$ cat config.mk
export PLATFORM = sky130hd
export DESIGN_NAME = div_unit
export DESIGN_NICKNAME = d
export VERILOG_FILES = /design/src/rtl/div_pkg.sv /design/src/rtl/div_step.sv /design/src/rtl/div_unit.sv
export SDC_FILE = /design/constraint.sdc
export NUM_CORES = 1
export LEC_CHECK = 0
export ABC_AREA = 1
export ABC_CLOCK_PERIOD_IN_PS = 3000
export BUFFER_PORTS_ARGS = -buffer_cell sky130_fd_sc_hd__buf_2
export CAP_MARGIN = 15
export CORE_MARGIN = 3
export CORE_UTILIZATION = 25
export DETAILED_ROUTE_END_ITERATION = 8
export HOLD_SLACK_MARGIN = 0.15
export PLACE_DENSITY = 0.37
export REMOVE_ABC_BUFFERS = 1
export SLEW_MARGIN = 20
export SYNTH_ARGS = -nofsm -noshare
export SYNTH_HDL_FRONTEND = slang
export SYNTH_SLANG_ARGS = --single-unit
$ cat constraint.sdc
create_clock -name clk -period 3 [get_ports clk]
set_input_delay 0.45 -clock clk [delete_from_list [all_inputs] [get_ports clk]]
set_output_delay 0.45 -clock clk [all_outputs]
set_load 0.05 [all_outputs]
$ cat src/rtl/div_pkg.sv
// div_pkg: shared definitions for the multicycle restoring divider.
//   - DIV_WIDTH : default operand/result width (iteration count equals width)
//   - DIV_CNT_W : iteration counter width for the default width
//   - div_state_e : controller state encoding (IDLE/CALC/FIX/DONE)
package div_pkg;

  localparam int unsigned DIV_WIDTH = 32;
  localparam int unsigned DIV_CNT_W = $clog2(DIV_WIDTH);

  typedef enum logic [1:0] {
    S_IDLE = 2'd0,
    S_CALC = 2'd1,
    S_FIX  = 2'd2,
    S_DONE = 2'd3
  } div_state_e;

endpackage

$ cat src/rtl/div_step.sv
// div_step: one combinational restoring-division iteration.
// Ports:
//   i_rem  - partial remainder (always < i_div on entry)
//   i_quo  - quotient/dividend shift register
//   i_div  - divisor magnitude
//   o_rem  - next partial remainder
//   o_quo  - next quotient/dividend shift register
module div_step
  import div_pkg::*;
#(
  parameter int unsigned WIDTH = DIV_WIDTH
) (
  input  logic [WIDTH-1:0] i_rem,
  input  logic [WIDTH-1:0] i_quo,
  input  logic [WIDTH-1:0] i_div,
  output logic [WIDTH-1:0] o_rem,
  output logic [WIDTH-1:0] o_quo
);

  logic [WIDTH:0] w_shift;
  logic [WIDTH:0] w_trial;

  // Shifted remainder is < 2*divisor, so a WIDTH+1 bit subtraction is
  // enough for its top bit to be a reliable sign of the trial result.
  always_comb begin
    w_shift = {i_rem, i_quo[WIDTH-1]};
    w_trial = w_shift - {1'b0, i_div};
    if (!w_trial[WIDTH]) begin
      o_rem = w_trial[WIDTH-1:0];
      o_quo = {i_quo[WIDTH-2:0], 1'b1};
    end else begin
      o_rem = w_shift[WIDTH-1:0];
      o_quo = {i_quo[WIDTH-2:0], 1'b0};
    end
  end

endmodule

$ cat src/rtl/div_unit.sv
// div_unit: multicycle restoring divider for DIV (and optionally DIVU).
// Quotient is written to LO, remainder to HI, both truncating toward zero
// with the remainder taking the dividend's sign.
// Ports:
//   clk         - system clock, rising edge
//   reset       - synchronous active-high reset
//   DivStart    - start request, sampled only in IDLE
//   DivUnsigned - (only with DIV_UNSIGNED_EN) treat operands as unsigned
//   A, B        - dividend / divisor (two's complement)
//   HI, LO      - remainder / quotient, registered
//   DivBusy     - high in CALC and FIX
//   DivDone     - one-cycle completion pulse (DONE state)
//   DivZero     - divide-by-zero flag, held until the next accepted start
// Configuration: define DIV_UNSIGNED_EN to add the DivUnsigned port.
module div_unit
  import div_pkg::*;
#(
  parameter int unsigned WIDTH = DIV_WIDTH
) (
  input  logic             clk,
  input  logic             reset,
  input  logic             DivStart,
`ifdef DIV_UNSIGNED_EN
  input  logic             DivUnsigned,
`endif
  input  logic [WIDTH-1:0] A,
  input  logic [WIDTH-1:0] B,
  output logic [WIDTH-1:0] HI,
  output logic [WIDTH-1:0] LO,
  output logic             DivBusy,
  output logic             DivDone,
  output logic             DivZero
);

  localparam int unsigned CNT_W = $clog2(WIDTH);

  div_state_e       r_state;
  div_state_e       w_next;

  logic [WIDTH-1:0] r_rem;
  logic [WIDTH-1:0] r_quo;
  logic [WIDTH-1:0] r_div;
  logic [CNT_W-1:0] r_cnt;
  logic             r_neg_q;
  logic             r_neg_r;

  logic             w_unsigned;
  logic [WIDTH-1:0] w_a_mag;
  logic [WIDTH-1:0] w_b_mag;
  logic             w_b_zero;
  logic             w_last;
  logic [WIDTH-1:0] w_rem_nx;
  logic [WIDTH-1:0] w_quo_nx;

`ifdef DIV_UNSIGNED_EN
  assign w_unsigned = DivUnsigned;
`else
  assign w_unsigned = 1'b0;
`endif

  // The most negative value maps to itself, which as an unsigned magnitude
  // is exactly 2^(WIDTH-1), so no special case is needed.
  assign w_a_mag  = (!w_unsigned && A[WIDTH-1]) ? -A : A;
  assign w_b_mag  = (!w_unsigned && B[WIDTH-1]) ? -B : B;
  assign w_b_zero = (B == '0);
  assign w_last   = (r_cnt == CNT_W'(WIDTH - 1));

  div_step #(.WIDTH(WIDTH)) u_step (
    .i_rem (r_rem),
    .i_quo (r_quo),
    .i_div (r_div),
    .o_rem (w_rem_nx),
    .o_quo (w_quo_nx)
  );

  always_ff @(posedge clk) begin
    if (reset) r_state <= S_IDLE;
    else       r_state <= w_next;
  end

  always_comb begin
    w_next  = r_state;
    DivBusy = 1'b0;
    DivDone = 1'b0;
    case (r_state)
      S_IDLE: begin
        if (DivStart) w_next = w_b_zero ? S_DONE : S_CALC;
      end
      S_CALC: begin
        DivBusy = 1'b1;
        if (w_last) w_next = S_FIX;
      end
      S_FIX: begin
        DivBusy = 1'b1;
        w_next  = S_DONE;
      end
      S_DONE: begin
        DivDone = 1'b1;
        w_next  = S_IDLE;
      end
      default: w_next = S_IDLE;
    endcase
  end

  always_ff @(posedge clk) begin
    if (reset) begin
      HI      <= '0;
      LO      <= '0;
      DivZero <= 1'b0;
      r_rem   <= '0;
      r_quo   <= '0;
      r_div   <= '0;
      r_cnt   <= '0;
      r_neg_q <= 1'b0;
      r_neg_r <= 1'b0;
    end else begin
      case (r_state)
        S_IDLE: begin
          if (DivStart) begin
            if (w_b_zero) begin
              DivZero <= 1'b1;
            end else begin
              DivZero <= 1'b0;
              r_rem   <= '0;
              r_quo   <= w_a_mag;
              r_div   <= w_b_mag;
              r_cnt   <= '0;
              r_neg_q <= !w_unsigned && (A[WIDTH-1] ^ B[WIDTH-1]);
              r_neg_r <= !w_unsigned && A[WIDTH-1];
            end
          end
        end
        S_CALC: begin
          r_rem <= w_rem_nx;
          r_quo <= w_quo_nx;
          r_cnt <= r_cnt + CNT_W'(1);
        end
        S_FIX: begin
          LO <= r_neg_q ? -r_quo : r_quo;
          HI <= r_neg_r ? -r_rem : r_rem;
        end
        default: ;
      endcase
    end
  end

endmodule

==> key figures <==
GRT
  – Wire length of the first global-routing pass: 76,900 um
  – Remaining global-route overflow: 0
  – Antenna violations before repair: 0
  – GRT Util Overall: 0.180
  – Number of global-route vias before repair: roughly 13,000
  – Pin count of the biggest net entering global routing: ~120

Synthesis
  – Number of enable flip-flop cells after synthesis: 0
  – Average cell area after synthesis: 6.03 um^2
  – Area of the mapped netlist: 13,100 um^2
  – Share of the synthesized area in the top cell type: 0.259
  – Post-synthesis sequential element count: 170
  – Portion of the post-synthesis area used by sequential elements: 0.259
  – Ys flop type: sky130_fd_sc_hd__dfxtp_1
  – YS warnings: 0
  – Fraction of registers with async set or reset after synthesis: 0
  – Area leader, netlist: sky130_fd_sc_hd__dfxtp_1
  – Most numerous cell in the Yosys netlist: sky130_fd_sc_hd__nand2_1
  – Top cells by area, synth: sky130_fd_sc_hd__dfxtp_1 26%, sky130_fd_sc_hd__nand2_1 17%, sky130_fd_sc_hd__inv_1 9.2%
  – Top post-synthesis cells by count: 610 x sky130_fd_sc_hd__nand2_1, 323 x sky130_fd_sc_hd__inv_1, 219 x sky130_fd_sc_hd__nor2_1
  – Synthesized instance count: 2,174
  – Post-synthesis cell type count: 55

Detailed routing
  – Count of routing violations after the opening detailed-route iteration: 780
  – Met2 WL post-DR: 21,900 um
  – Vias: 13,606
  – Total length of routed met3 wires: 1790 um
  – First-pass detailed-route iteration total: 5
  – Antenna violation net count after detailed routing: 0
  – Uppermost layer routed: met4
  – Wire length on met1: 25,700 um
  – Via/cell ratio: 4.57
  – Average wire length per cell after detail routing: 17.0 um
  – Detailed-route DRC error count: 0
  – Total Wirelength: 50,400 um

Placed design
  – Cells after DPL: 2,943
  – Global placement routability congestion: 0.850
  – Post-Place Setup Slack: 0.285 ns
  – Detailed-placement wirelength estimate: 40,200 um
  – Quantity of I/O buffers inserted on ports: 133

Worst setup path
  – Crit path required time: 3.35 ns
  – Type of element launching the critical path: register
  – Arrival time at the worst endpoint: 3.05 ns
  – Flop-to-flop setup slack: 0.30 ns
  – Worst reg2reg path depth: 17
  – Source of the worst register-to-register timing path: r_quo[31]
  – Critical path endpoint category: register
  – Critical path start-end classification: register to register
  – Critical-path maximum fanout: 16
  – Critical path destination: r_rem[6]
  – Worst setup path startpoint: r_quo[31]
  – R2R Path End: r_rem[6]

Floorplanning
  – Total I/O pin count: 134
  – Placeable core region: approximately 52,000 um^2
  – Row cnt: 83
  – Die outline width: 235 um
  – Effective utilization at floorplan: 0.254
  – Die span in y: between 200 and 250 um
  – Die Footprint: around 55,000 um^2

Cells and area
  – Fill cell count: 5,878
  – Diode count: 0
  – Area of the multi-input gates: 8090 um^2
  – Register Area: around 3400 um^2
  – Fraction of final layout cells sized beyond drive strength 1: 0.127
  – Area Growth Syn to Fin: 16.1%
  – Cell Count, Final, Fillers Out: 2,975
  – Final net count: about 2,400

STA
  – Transition at the pin with the smallest max-transition slack: 0.838 ns
  – Maximum clock frequency: about 370 MHz
  – Final setup violating endpoints: 0
  – Unrepaired setup endpoints after global routing: no
  – Final worst path period share: 0.900
  – Clock Skew: 0.0130 ns
  – Time the worst path needs with I/O delays and setup: 2.70 ns
  – Final-report max-slew violation count: 0
  – Worst slew margin: 0.441
  – Setup TNS: 0 ns
  – Number of hold-slack violations in the final timing report: 0
  – Setup ws final: 0.300 ns

Clocking
  – Setup Buffers After CTS: 0
  – Clock tree root driver cell: sky130_fd_sc_hd__clkbuf_16
  – Resized cells post-CTS: 0
  – TritonCTS clock tree: built
  – Clk sinks: 170
  – Max clock buf depth: 2
  – CTS clk-pin slew, worst paths: 0.07 ns
  – Clk_lat worst skew: between 0.4 and 0.5 ns
  – # hold bufs at CTS: 0
  – Number of H-tree branching levels: 4
  – Number of CTS-inserted buffers: 17

Status
  – Outcome: complete, no violations

Power and ir drop
  – Worst voltage drop across the vdd grid: 0.403 mV
  – Cell leakage power: 0.00773 uW
  – Total power density per cell area: 552 nW/um^2

Hold path
  – Cell depth of the worst min-delay path: 3
  – Type of the worst min-delay path: input pin to register

Run
  – Reported max-cap violation count: 0
power breakdown:
group,internal (uW),switching [uW]
sequential,2480,215
combinational,932,2280
clock,1380,1130
layout by cell type (no fill, tap or decap), types with 13 or more instances in the layout:
master	count
sky130_fd_sc_hd__xnor2_1	15
sky130_fd_sc_hd__buf_2	132
sky130_fd_sc_hd__o211ai_1	16
sky130_fd_sc_hd__dfxtp_1	170
sky130_fd_sc_hd__nor2_1	218
sky130_fd_sc_hd__nand2_2	13
sky130_fd_sc_hd__clkbuf_16	17
sky130_fd_sc_hd__inv_1	323
sky130_fd_sc_hd__a21oi_2	14
sky130_fd_sc_hd__inv_2	14
sky130_fd_sc_hd__nor3_1	35
sky130_fd_sc_hd__ha_1	42
sky130_fd_sc_hd__nand3b_1	18
sky130_fd_sc_hd__xor2_1	56
sky130_fd_sc_hd__a21oi_1	134
sky130_fd_sc_hd__nand4_1	21
sky130_fd_sc_hd__nand3_1	161
sky130_fd_sc_hd__nand2_1	610
sky130_fd_sc_hd__nand2_4	16
sky130_fd_sc_hd__buf_4	32
sky130_fd_sc_hd__o21ai_0	123
layer usage:
layer,vias to the layer above,GRT usage
met5,-,0
met4,0,0.0534
met3,41,0.0283
met2,229,0.276
met1,6211,0.258
li1,7125,-
cells by family after synthesis:
kind of cell	after synthesis	synth area share
buf+inv	418	0.126
simple gates	1139	0.383
xor+xnor	71	0.0474
flops	170	0.259
fa+ha+maj	44	0.0425
compound gates	332	0.142
worst max-delay path, stage by stage (launching register included):
cell and delay, ns:
sky130_fd_sc_hd__dfxtp_1 0.33, sky130_fd_sc_hd__inv_1 0.08, sky130_fd_sc_hd__ha_1 0.23, sky130_fd_sc_hd__fa_1 0.42, sky130_fd_sc_hd__inv_1 0.11, sky130_fd_sc_hd__nand2_1 0.05, sky130_fd_sc_hd__nand2_1 0.07, sky130_fd_sc_hd__nand3_1 0.09
sky130_fd_sc_hd__nand2_2 0.13, sky130_fd_sc_hd__nand2_2 0.07, sky130_fd_sc_hd__nand2_2 0.08, sky130_fd_sc_hd__nand2_4 0.09, sky130_fd_sc_hd__nand2_4 0.11, sky130_fd_sc_hd__nand2_4 0.13, sky130_fd_sc_hd__nand2_4 0.32, sky130_fd_sc_hd__nand2_1 0.10
sky130_fd_sc_hd__nand3_1 0.08, sky130_fd_sc_hd__a21oi_1 0.06
how the worst min path moves through the flow:
stage / slack [ns] / from / end
after floorplan: 0.44 / r_div[17] / r_div[17]
after global placement: 0.46 / HI[1] / HI[1]
after detailed placement: 0.47 / LO[29] / LO[29]
after CTS: 0.20 / B[19] / r_div[19]
after global routing: 0.23 / B[19] / r_div[19]
final: 0.24 / B[19] / r_div[19]
through the flow:
step                      cell area, um^2  utilization  power [uW]  hold slack (ns)
final                               15200        0.295        8420            0.242
after CTS                           15200        0.295        8540            0.195
after detailed placement            14600        0.283        5970            0.465
after global routing                15200        0.295        8990            0.228
after floorplan                     12700            -        4800            0.437
after global placement              14600        0.283        5980            0.457
cell type report:
type,count,area share
flip-flops and latches,170,0.223
multi-input cells,1586,0.531
repair buffers,168,0.0644
clock buffers,19,0.0297
clock inverters,13,0.0120
well taps,680,0.0558
inverters,339,0.0836
registers in the layout (all words and copies together) (netlist names):
signal,flops
r_rem,32
HI,32
r_neg_r,1
r_state,2
DivZero,1
LO,32
r_cnt,5
r_quo,32
r_div,32
r_neg_q,1
Power figures use the tool's default switching activity.
